$ cat src/rtl/mem_access_unit_if.sv
// Data-memory bus between the M-stage load/store unit and the data memory.
// The unit drives a request and holds it until gnt; load data comes back later with rvalid.
interface mem_access_unit_if;
    logic        dmem_req;
    logic        dmem_we;
    logic [31:0] dmem_addr;
    logic [3:0]  dmem_be;
    logic [31:0] dmem_wdata;
    logic        dmem_gnt;
    logic        dmem_rvalid;
    logic [31:0] dmem_rdata;

    modport master (
        output dmem_req, dmem_we, dmem_addr, dmem_be, dmem_wdata,
        input  dmem_gnt, dmem_rvalid, dmem_rdata
    );

    modport slave (
        input  dmem_req, dmem_we, dmem_addr, dmem_be, dmem_wdata,
        output dmem_gnt, dmem_rvalid, dmem_rdata
    );
endinterface

$ cat src/rtl/mem_access_unit.sv
// M-stage load/store unit: checks the access, runs one req/gnt/rvalid bus transaction,
// aligns/extends load data and stalls the pipeline until the access retires in DONE.
module mem_access_unit #(
    parameter int unsigned TIMEOUT_CYCLES = 255
) (
    input  logic                     clk,
    input  logic                     rst,
    input  logic                     MemReadM,
    input  logic                     MemWriteM,
    input  logic [31:0]              ALUResultM,
    input  logic [31:0]              WriteDataM,
    input  logic [2:0]               funct3M,
    mem_access_unit_if.master        dmem,
    output logic [31:0]              ReadDataM,
    output logic                     StallM,
    output logic                     FaultM,
    output logic [1:0]               FaultCauseM
);

    // Counter only has to reach TIMEOUT_CYCLES-1, which always fits in clog2(TIMEOUT_CYCLES) bits.
    localparam int CW = (TIMEOUT_CYCLES > 1) ? $clog2(TIMEOUT_CYCLES) : 1;
    localparam logic [CW-1:0] LAST = CW'(TIMEOUT_CYCLES - 1);

    typedef enum logic [1:0] {IDLE, REQ, RESP, DONE} state_t;

    state_t        state, nxt;
    logic          memOp, illegal, misal, toHit;
    logic [1:0]    off;
    logic [3:0]    beN;
    logic [31:0]   wdN;
    logic [CW-1:0] cnt;

    logic          weQ, faultQ;
    logic [31:0]   addrQ, wdQ;
    logic [3:0]    beQ;
    logic [1:0]    offQ, causeQ;
    logic [2:0]    f3Q;
    logic [31:0]   shifted, loadVal;

    assign memOp = MemReadM | MemWriteM;
    assign off   = ALUResultM[1:0];
    assign toHit = (TIMEOUT_CYCLES != 0) && (cnt == LAST);

    always_comb begin
        illegal = 1'b0;
        if (MemReadM && MemWriteM)
            illegal = 1'b1;
        else if (MemReadM)
            illegal = !(funct3M inside {3'b000, 3'b001, 3'b010, 3'b100, 3'b101});
        else if (MemWriteM)
            illegal = !(funct3M inside {3'b000, 3'b001, 3'b010});
    end

    assign misal = ((funct3M[1:0] == 2'b01) && off[0]) ||
                   ((funct3M[1:0] == 2'b10) && (off != 2'b00));

    always_comb begin
        beN = 4'b1111;
        wdN = WriteDataM;
        case (funct3M[1:0])
            2'b00: begin
                beN = 4'b0001 << off;
                wdN = {4{WriteDataM[7:0]}};
            end
            2'b01: begin
                beN = 4'b0011 << off;
                wdN = {2{WriteDataM[15:0]}};
            end
            default: ;
        endcase
    end

    assign shifted = dmem.dmem_rdata >> {offQ, 3'b000};

    always_comb begin
        loadVal = shifted;
        case (f3Q)
            3'b000:  loadVal = {{24{shifted[7]}}, shifted[7:0]};
            3'b001:  loadVal = {{16{shifted[15]}}, shifted[15:0]};
            3'b100:  loadVal = {24'b0, shifted[7:0]};
            3'b101:  loadVal = {16'b0, shifted[15:0]};
            default: ;
        endcase
    end

    always_ff @(posedge clk or posedge rst) begin
        if (rst) state <= IDLE;
        else     state <= nxt;
    end

    // gnt/rvalid win over the timeout when they arrive on the last allowed cycle.
    always_comb begin
        nxt = state;
        case (state)
            IDLE: if (memOp) nxt = (illegal || misal) ? DONE : REQ;
            REQ: begin
                if (dmem.dmem_gnt) nxt = weQ ? DONE : RESP;
                else if (toHit)    nxt = DONE;
            end
            RESP: if (dmem.dmem_rvalid || toHit) nxt = DONE;
            DONE: nxt = IDLE;
            default: nxt = IDLE;
        endcase
    end

    always_ff @(posedge clk or posedge rst) begin
        if (rst) begin
            cnt       <= '0;
            weQ       <= 1'b0;
            addrQ     <= '0;
            wdQ       <= '0;
            beQ       <= '0;
            offQ      <= '0;
            f3Q       <= '0;
            faultQ    <= 1'b0;
            causeQ    <= '0;
            ReadDataM <= '0;
        end else begin
            case (state)
                IDLE: begin
                    cnt <= '0;
                    if (memOp) begin
                        if (illegal || misal) begin
                            faultQ    <= 1'b1;
                            causeQ    <= illegal ? 2'b10 : 2'b01;
                            ReadDataM <= '0;
                        end else begin
                            faultQ <= 1'b0;
                            addrQ  <= {ALUResultM[31:2], 2'b00};
                            weQ    <= MemWriteM;
                            beQ    <= beN;
                            wdQ    <= wdN;
                            offQ   <= off;
                            f3Q    <= funct3M;
                        end
                    end
                end
                REQ, RESP: begin
                    cnt <= cnt + 1'b1;
                    if (state == RESP && dmem.dmem_rvalid) begin
                        ReadDataM <= loadVal;
                    end else if (toHit && !(state == REQ && dmem.dmem_gnt)) begin
                        faultQ    <= 1'b1;
                        causeQ    <= 2'b11;
                        ReadDataM <= '0;
                    end
                end
                default: ;
            endcase
        end
    end

    // Request is decoded from the async-reset state so it drops the moment rst rises.
    assign dmem.dmem_req   = (state == REQ);
    assign dmem.dmem_we    = weQ;
    assign dmem.dmem_addr  = addrQ;
    assign dmem.dmem_be    = beQ;
    assign dmem.dmem_wdata = wdQ;

    assign StallM      = !rst && memOp && (state != DONE);
    assign FaultM      = (state == DONE) && faultQ;
    assign FaultCauseM = FaultM ? causeQ : 2'b00;

endmodule

$ cat src/flat_wrapper.sv
// flat-port wrapper written by rule: the top's interface ports become plain ports
module mem_access_unit_flat 
#(
    parameter int unsigned TIMEOUT_CYCLES = 255
)
  (clk, rst, MemReadM, MemWriteM, ALUResultM, WriteDataM, funct3M, ReadDataM, StallM, FaultM, FaultCauseM, dmem_dmem_req, dmem_dmem_we, dmem_dmem_addr, dmem_dmem_be, dmem_dmem_wdata, dmem_dmem_gnt, dmem_dmem_rvalid, dmem_dmem_rdata);
  mem_access_unit_if dmem_i ();
  input  logic clk;
  input  logic rst;
  input  logic MemReadM;
  input  logic MemWriteM;
  input  logic [31:0] ALUResultM;
  input  logic [31:0] WriteDataM;
  input  logic [2:0] funct3M;
  output logic [31:0] ReadDataM;
  output logic StallM;
  output logic FaultM;
  output logic [1:0] FaultCauseM;
  output wire logic [$bits(dmem_i.dmem_req)-1:0] dmem_dmem_req;
  output wire logic [$bits(dmem_i.dmem_we)-1:0] dmem_dmem_we;
  output wire logic [$bits(dmem_i.dmem_addr)-1:0] dmem_dmem_addr;
  output wire logic [$bits(dmem_i.dmem_be)-1:0] dmem_dmem_be;
  output wire logic [$bits(dmem_i.dmem_wdata)-1:0] dmem_dmem_wdata;
  input wire logic [$bits(dmem_i.dmem_gnt)-1:0] dmem_dmem_gnt;
  input wire logic [$bits(dmem_i.dmem_rvalid)-1:0] dmem_dmem_rvalid;
  input wire logic [$bits(dmem_i.dmem_rdata)-1:0] dmem_dmem_rdata;
  assign dmem_dmem_req = dmem_i.dmem_req;
  assign dmem_dmem_we = dmem_i.dmem_we;
  assign dmem_dmem_addr = dmem_i.dmem_addr;
  assign dmem_dmem_be = dmem_i.dmem_be;
  assign dmem_dmem_wdata = dmem_i.dmem_wdata;
  assign dmem_i.dmem_gnt = dmem_dmem_gnt;
  assign dmem_i.dmem_rvalid = dmem_dmem_rvalid;
  assign dmem_i.dmem_rdata = dmem_dmem_rdata;
  mem_access_unit #(.TIMEOUT_CYCLES(TIMEOUT_CYCLES)) u_core (.clk(clk), .rst(rst), .MemReadM(MemReadM), .MemWriteM(MemWriteM), .ALUResultM(ALUResultM), .WriteDataM(WriteDataM), .funct3M(funct3M), .dmem(dmem_i), .ReadDataM(ReadDataM), .StallM(StallM), .FaultM(FaultM), .FaultCauseM(FaultCauseM));
endmodule
$ cat config.mk
export PLATFORM = sky130hd
export DESIGN_NAME = mem_access_unit_flat
export DESIGN_NICKNAME = d
export VERILOG_FILES = /design/src/rtl/mem_access_unit_if.sv /design/src/rtl/mem_access_unit.sv /design/src/flat_wrapper.sv
export SDC_FILE = /design/constraint.sdc
export NUM_CORES = 1
export LEC_CHECK = 0
export CAP_MARGIN = 20
export CORE_ASPECT_RATIO = 0.5
export CORE_MARGIN = 4
export CORE_UTILIZATION = 47
export CTS_BUF_LIST = sky130_fd_sc_hd__clkbuf_16
export CTS_CLUSTER_DIAMETER = 200
export DETAILED_ROUTE_END_ITERATION = 16
export PLACE_DENSITY_LB_ADDON = 0.1
export SYNTH_ARGS = -nofsm -noshare
export SYNTH_HDL_FRONTEND = slang
export SYNTH_SLANG_ARGS = --single-unit
export TNS_END_PERCENT = 1
$ cat constraint.sdc
create_clock -name clk -period 4.51 [get_ports clk]
set_input_delay 0.902 -clock clk [delete_from_list [all_inputs] [get_ports clk]]
set_output_delay 0.902 -clock clk [all_outputs]
set_load 0.01 [all_outputs]
# Yosys cells after proc, flatten, opt, wreduce, memory -nomap -nowiden
# Index checks and enable logic that the tools add are counted.
[word_totals]
reg_bits = 117
out_inout_bits = 106
wordCells = 99
[op_classes]
add_sub_neg = 1
eq_ne = 21
n_shift = 3
n_mux = 31
n_bitwise = 2
n_reduce_logical = 30
[op_table]
columns = ["operator", "n"]
rows = [
  ["$mux W32", 4],
  ["$pmux W32 S2", 2],
  ["$pmux W32 S4", 1],
  ["$shr A32 B5 Y32", 1],
  ["$mux W2", 11],
  ["$pmux W8 S2", 1],
  ["$eq A3 B3 Y1 const B", 4],
  ["$logic_and A1 B1 Y1", 9],
  ["$add A8 B1 Y8 const B", 1],
  ["$eq A8 B8 Y1 const B", 1],
  ["$mux W1", 8],
  ["$ne A2 B1 Y1 const B", 4],
  ["$pmux W2 S4", 1],
  ["$pmux W4 S2", 1],
  ["$reduce_and A4 Y1", 2],
  ["$eq A2 B2 Y1 const B", 3],
  ["$eq A3 B1 Y1 const B", 2],
  ["$logic_not A3 Y1", 2],
  ["$ne A3 B1 Y1 const B", 2],
  ["$reduce_and A3 Y1", 2],
  ["$reduce_and A5 Y1", 1],
  ["$reduce_bool A5 Y1", 1],
  ["$eq A2 B1 Y1 const B", 2],
  ["$logic_not A1 Y1", 4],
  ["other kinds (13)", 18],
]

# Logic depth before layout (Yosys ltp)
# Gate-level depths: netlist of run 1.
[logic_depth]
depth_word = 10
mapped_depth = 8

# Least setup slack after synthesis of run 1
# No wires, ideal clock.
[synth_path]
path_kind = "input port to flip-flop"
startpoint = "input port funct3M[1]"
endpoint = "register u_core.addrQ[17] (netlist: u_core.dmem.dmem_addr[17])"
t_arrival_ns = 2.285
path_slack_ns = 2.100
path_stages = 6
cell_sequence = "buf_2 > nor3_2 > nor3_4 > nor3_4 > buf_6 > mux2_4"
[synth_between]
elab_chain_cells = 9
word_cells_on_any_way = 20
cone_classes = "eq/ne (6); mux (3); bitwise (1); reduce/logical (10)"
[synth_rtl]
columns = ["element", "line", "source"]
rows = [
  ["start: declaration", "flat_wrapper.sv:14", "input logic [2:0] funct3M;"],
  ["$eq A3 B1 Y1 (tied with other cells)", "mem_access_unit.sv:49, mem_access_unit.sv:51", ""],
  ["$reduce_bool A3 Y1", "mem_access_unit.sv:51", "illegal = !(funct3M inside {3'b000, 3'b001, 3'b010});"],
  ["$logic_not A1 Y1", "mem_access_unit.sv:51", ""],
  ["$mux W1", "mem_access_unit.sv:50", "else if (MemWriteM)"],
  ["$mux W1", "mem_access_unit.sv:48", "else if (MemReadM)"],
  ["$mux W1", "mem_access_unit.sv:46", "if (MemReadM && MemWriteM)"],
  ["$logic_or A1 B1 Y1 *", "mem_access_unit.sv:123", "if (illegal || misal) begin"],
  ["$not A1 Y1 (no source line) *", "n/a", ""],
  ["$reduce_and A3 Y1 (no source line) *", "n/a", ""],
  ["end signal: assignment", "mem_access_unit.sv:129", "addrQ <= {ALUResultM[31:2], 2'b00};"],
  ["end: declaration", "mem_access_unit.sv:34", "logic [31:0] addrQ, wdQ;"],
]
# Mark *: on every way between the ends. The rest lies on a longest branch, timed or not.
# A chain may end at the register's enable or synchronous reset.

# Worst setup path in the final report of run 1
[layout_path]
startpoint = "input port MemReadM"
endpoint = "output port StallM"
[layout_between]
elab_chain_cells = 3
[layout_rtl]
columns = ["element", "line", "source"]
rows = [
  ["start: declaration", "flat_wrapper.sv:10", "input logic MemReadM;"],
  ["$or A1 B1 Y1", "mem_access_unit.sv:40", "assign memOp = MemReadM | MemWriteM;"],
  ["$logic_and A1 B1 Y1 (2 in a row)", "mem_access_unit.sv:160", "assign StallM = !rst && memOp && (state != DONE);"],
  ["end: declaration", "flat_wrapper.sv:16", "output logic StallM;"],
]
# No other way between the ends.

==> results.cfg, run 1 <==
[outcome]
status = completed

[global_route]
grt_pass1_wl_um = 28000
antenna_found_initial = 0
grt_max_degree = 75
first_global_vias = 5322
gr-total-overflow = 0
grt_usage = 0.221

[clock_network]
clk_pin_slew_ns = 0.05
root_buffer = clkbuf_16
clock_sinks = 117
cts_tree = done
post_cts_buffers = 0
holdBufCountCts = 0
cts_max_path_buffers = 2
clk_latency_ns = 0.41
htreeDepth = 4
ctsResizeCount = 0
cts_inserted_buffers = 17

[route]
drt-vias-per-instance = 5.33
drt_pass1_iterations = 4
vias = 4891
first_iter_violations = 294
routed_wl_um = 17200
avgRoutedWirePerCell_um = 18.7
drc_errors = 0
ant_nets = 0

[pwr]
pwr-share-comb = 0.478
pwr-share-clk = 0.223
ir_drop_mv = 0.420
switching_share = 0.339
switchingPower_w = 0.00215
p_int_w = 0.00419
p_seq_frac = 0.299
power.static_leakage_nw = 3.96
power_density_mw_per_mm2 = 687

[setup_path]
crit_path_top_delay_cell = clkdlybuf4s50_1
required_ns = 3.61
cp_max_fo = 5
path_depth = 4
reg2reg_depth = 7
path_delay_family = buffers and inverters
start_kind = input pin
path_cells = clkdlybuf4s50_1, nor2_1, nor3_1, clkdlybuf4s50_1
critical_path.max_stage_delay_ns = 0.53
end_kind = primary output
worst_ep_arrival_time_ns = 2.48
worstSetupPathType = in -> out
crit_path_start = MemReadM
reg2reg_slack_ns = 1.83
critPathBufInv = 2
r2r-start = u_core.state[0]
crit_top_cell = clkdlybuf4s50_1

[synth]
synth_top_area_frac = 0.454
synthDistinctLibCells = 49
syn_area_mm2 = 0.00645
yosys_warnings = 0
ys_seq_area_frac = 0.454
synth_edf_count = 0
async_reset_ff_frac = 1.00
ys_seq_elements = 117
synth.area.top_cells = dfrtp_1 (45%), mux2_4 (16%), mux2i_1 (6.7%), mux2_2 (6.1%), inv_1 (2.3%)
synth.avg_cell_area_um2 = 12.0
synth_top_area_cell = dfrtp_1
synth_ff_type = dfrtp_1
synthCells = 536

[timing]
rsz0062_at_grt = no
fmax_mhz = 295
tns_ns = 0
layout_setup_ws_ns = 1.12
fin_crit_ns = 3.39
fin_skew_ns = 0.00943
worst_pin_slew_ns = 1.13
post-route-period-util = 0.751
setup_viol_count_final = 0
maxSlewViolCount = 0
slew_headroom = 0.245
finalHoldViolations = 0

[final_layout]
final_common_cell = clkdlybuf4s50_1
synthToLayoutAreaGrowth_pct = 42.9
final_nets = 848
final_cell_mix = clkdlybuf4s50_1 (208), dfrtp_1 (117), mux2_4 (68)
diodes = 0
drive_gt1_frac = 0.206

[hold_path]
holdCritPathClass = reg -> reg
hold_start = u_core.ReadDataM[3]
min_delay_path_depth = 1

[die]
num_rows = 29
fp.dieH_um = 90.9
core-area_mm2 = 0.0130
io_pins = 211
initial_core_util = 0.495
die-area_mm2 = 0.0158
dieWidth_um = 174

[job]
maxCapViolations = 0

[placed_design]
pre_cts_ws_ns = 1.12
dp_hpwl_um = 12200
routabilityCongestion = 0.821
io_buffers = 208
==> power by group through the flow <==
stage	logic (W)	registers [W]	clock network, W
3_3_place_gp	0.00301	0.00189	0
3_5_place_dp	0.00306	0.00188	0
5_1_grt	0.00325	0.00196	0.00149
4_1_cts	0.00306	0.00189	0.00143
6_report	0.00303	0.00189	0.00141
2_1_floorplan	0.00171	0.00198	0
==> path summary, 6_finish.rpt <==
kind                                         endpoint
min reg2reg                       u_core.ReadDataM[3]
max reg2reg                      u_core.ReadDataM[17]
min in group asynchronous            u_core.causeQ[0]
max in group asynchronous  u_core.dmem.dmem_wdata[23]
max                                            StallM
min                               u_core.ReadDataM[3]
==> synthesized netlist by cell type (all sizes together), types with 2 or more instances <==
cell	instances
and2	2
nand3	6
dfrtp	117
o21ai	22
o221ai	10
nor3	17
nor2	8
nor4	8
a211oi	15
nand2	19
and3	11
o21bai	2
mux2	103
buf	28
o31ai	3
clkbuf	11
a21oi	8
nand2b	5
a22oi	4
mux2i	43
or2	2
a31oi	17
or3	2
ha	8
nor2b	10
inv	40
==> through the flow <==
stage | area [µm²] | utilization | cells | power (W) | hold slack [ns]
final | 9220 | 0.708 | 918 | 0.00634 | 0.507
after CTS | 9220 | 0.708 | 918 | 0.00639 | 0.508
after global routing | 9220 | 0.708 | 918 | 0.00670 | 0.519
after floorplan | 6460 | - | 537 | 0.00369 | 0.470
after global placement | 8610 | 0.661 | 886 | 0.00489 | 0.489
after detailed placement | 8610 | 0.661 | 886 | 0.00494 | 0.492
==> layout make-up <==
| cell class | count | area (µm²) |
|---|---|---|
| clock inverters | 15 | 186 |
| clock buffers | 17 | 425 |
| inverters | 40 | 153 |
| repair buffers | 218 | 2190 |
| well taps | 170 | 213 |
| flip-flops and latches | 117 | 2930 |
| multi-input cells | 341 | 3120 |
| fillers | 957 | 3800 |
==> registers in the layout (all words and copies together), names as in the netlist <==
name	cells
u_core.faultQ	1
u_core.ReadDataM	32
u_core.cnt	8
u_core.dmem.dmem_we	1
u_core.f3Q	3
u_core.causeQ	2
u_core.state	2
u_core.dmem.dmem_addr	30
u_core.dmem.dmem_wdata	32
u_core.offQ	2
u_core.dmem.dmem_be	4
==> logic make-up (layout without fill, tap and decap cells) <==
kind of cell	after synthesis	after routing	synth area share
AO/OA/AOI/OAI	92	92	0.0981
adder cells (fa/ha/maj)	8	8	0.0155
buffers and inverters	79	290	0.0630
flip-flops	117	117	0.454
multiplexers	147	147	0.290
other	1	2	0.000581
AND/OR/NAND/NOR	92	92	0.0795
==> routing by layer <==
metal / track usage / wire, µm / vias to the layer above / part of all wire
li1: - / - / 2331 / -
met1: 0.277 / 7440 / 2385 / 0.43
met4: 0.0573 / 177 / 0 / 0.010
met5: 0 / 0 / - / 0
met3: 0.102 / 1680 / 14 / 0.098
met2: 0.349 / 7900 / 161 / 0.46
(Power assumes the default switching activity.)
==> run 2: changes to the inputs <==
- CORE_UTILIZATION: 47 -> 42
- clock period: 4.51 -> 2.9 ns (I/O delays scaled with it)
==> run 2 against run 1 <==
Against the previous run:
- wire length decreased by 1.5%
- register-to-register slack got worse by 1.2 ns
- highest routed layer unchanged
- clock skew increased by 0.0023 ns
- sequential cell count unchanged
- sequential power increased by 52%
- core utilization decreased by 7.2 points
- non-clock buffer count increased by 14
- first-iteration DRC count decreased by 20%
- final area increased by 1.7%
- final cell count increased by 4.5%
==> results.cfg, run 2 (same netlist as run 1, synthesis figures left out) <==
[outcome]
status = completed

[timing]
finalHoldViolations = 0
fmax_mhz = 394
post-route-period-util = 0.875
maxSlewViolCount = 0
tns_ns = 0
fin_crit_ns = 2.54
worst_pin_slew_ns = 0.740
slew_headroom = 0.505
rsz0062_at_grt = no
fin_skew_ns = 0.0117
setup_viol_count_final = 0

[setup_path]
crit_path_start = MemReadM
crit_end = StallM
start_kind = input pin
r2r-start = u_core.state[0]
worst_ep_arrival_time_ns = 1.96
reg2reg_depth = 7
end_kind = primary output
required_ns = 2.32
cp_max_fo = 5
worstSetupPathType = in -> out
reg2reg_slack_ns = 0.62
reg2reg_to = u_core.ReadDataM[6]

[clock_network]
cts_max_path_buffers = 2
post_cts_buffers = 0
cts_inserted_buffers = 17
cts_tree = done
ctsResizeCount = 0
holdBufCountCts = 0
htreeDepth = 4
clk_latency_ns = 0.41
root_buffer = clkbuf_16
clk_pin_slew_ns = 0.05
clock_sinks = 117

[global_route]
grt_usage = 0.196
top_usage_layer = met2
first_global_vias = 5181
grt_use_met1 = 0.265
antenna_found_initial = 0
gr-total-overflow = 0
grtUsageMet3 = 0.0682
grt_pass1_wl_um = 27000
grt_max_degree = 48
grt.met2_usage = 0.303

[pwr]
pwr-share-comb = 0.495
power_density_mw_per_mm2 = 1050
switching_share = 0.343
p_seq_frac = 0.294
ir_drop_mv = 0.693
pwr-share-clk = 0.211
p_total_w = 0.00981
switchingPower_w = 0.00336
power.static_leakage_nw = 4.02
p_int_w = 0.00644

[final_layout]
final_cell_mix = clkdlybuf4s50_1 (208), dfrtp_1 (117), mux2_4 (68)
diodes = 0
fill_cells = 1226
synthToLayoutAreaGrowth_pct = 45.4
final_common_cell = clkdlybuf4s50_1
drive_gt1_frac = 0.223
final_nets = 862

[hold_path]
holdCritPathClass = reg -> reg

[die]
dieWidth_um = 183
io_pins = 211
num_rows = 31
fp.dieH_um = 95.6
core-area_mm2 = 0.0147
die-area_mm2 = 0.0175
initial_core_util = 0.438

[placed_design]
io_buffers = 208
dp_hpwl_um = 12300
routabilityCongestion = 0.809

[route]
vias = 4856
first_iter_violations = 234
ant_nets = 0
drt-vias-per-instance = 5.06
drt_pass1_iterations = 4
routed_wl_um = 16900
drc_errors = 0
avgRoutedWirePerCell_um = 17.7

[job]
maxCapViolations = 0
## run 2: changes by cell type in the layout (fill, tap and decap cells not counted), moves of 2 or more
| cell | delta |
|---|---|
| bufinv_16 | -2 |
| buf_4 | +10 |
| clkinvlp_4 | +2 |
| clkinv_1 | -3 |
| inv_6 | +3 |
| buf_12 | +4 |
## run 2: cell type report
class / count / area [µm²] / share of cell area
Inverter: 40 / 154 / 0.0164
Multi-Input combinational cell: 341 / 3120 / 0.333
Timing Repair Buffer: 232 / 2350 / 0.251
Clock inverter: 14 / 153 / 0.0163
Sequential cell: 117 / 2930 / 0.312
Tap cell: 198 / 248 / 0.0264
Clock buffer: 17 / 425 / 0.0454
## run 2: worst min path at each step
| stage | slack [ns] | from | cells past startpoint | endpoint |
|---|---|---|---|---|
| 3_3_place_gp | 0.49 | u_core.dmem.dmem_addr[8] | 1 | u_core.dmem.dmem_addr[8] |
| 6_report | 0.50 | u_core.dmem.dmem_be[3] | 1 | u_core.dmem.dmem_be[3] |
| 5_1_grt | 0.52 | u_core.dmem.dmem_addr[21] | 1 | u_core.dmem.dmem_addr[21] |
| 2_1_floorplan | 0.47 | u_core.cnt[6] | 1 | u_core.cnt[6] |
| 3_5_place_dp | 0.49 | u_core.dmem.dmem_wdata[16] | 1 | u_core.dmem.dmem_wdata[16] |
| 4_1_cts | 0.51 | u_core.dmem.dmem_be[3] | 1 | u_core.dmem.dmem_be[3] |
## run 2: through the flow
| stage | util | area, µm² | setup slack (ns) | instances | hold WS [ns] |
|---|---|---|---|---|---|
| 6_report | 0.636 | 9380 | 0.361 | 959 | 0.504 |
| 5_1_grt | 0.636 | 9380 | 0.244 | 959 | 0.520 |
| 4_1_cts | 0.636 | 9380 | 0.344 | 959 | 0.509 |
| 3_5_place_dp | 0.597 | 8800 | 0.187 | 928 | 0.492 |
| 3_3_place_gp | 0.597 | 8800 | 0.252 | 928 | 0.490 |
| 2_1_floorplan | - | 6460 | 0.812 | 537 | 0.470 |
## run 2: critical path: stages
cell and delay (ns):
clkdlybuf4s50_1 0.60, nor2_1 0.08, nor3_1 0.14, clkdlybuf4s50_1 0.56
## run 2: metal layers
metal,up-vias,wire length (µm)
met2,146,7680
li1,2366,-
met4,0,116
met5,-,0
met3,9,1320
met1,2335,7820
## run 2: power groups by stage
stage / clock network, W / logic (W) / registers (W)
detailed placement: 0 / 0.00491 / 0.00287
global placement: 0 / 0.00482 / 0.00289
finish: 0.00207 / 0.00485 / 0.00288
global route: 0.00218 / 0.00522 / 0.00299
CTS: 0.00212 / 0.00492 / 0.00288
floorplan: 0 / 0.00267 / 0.00307
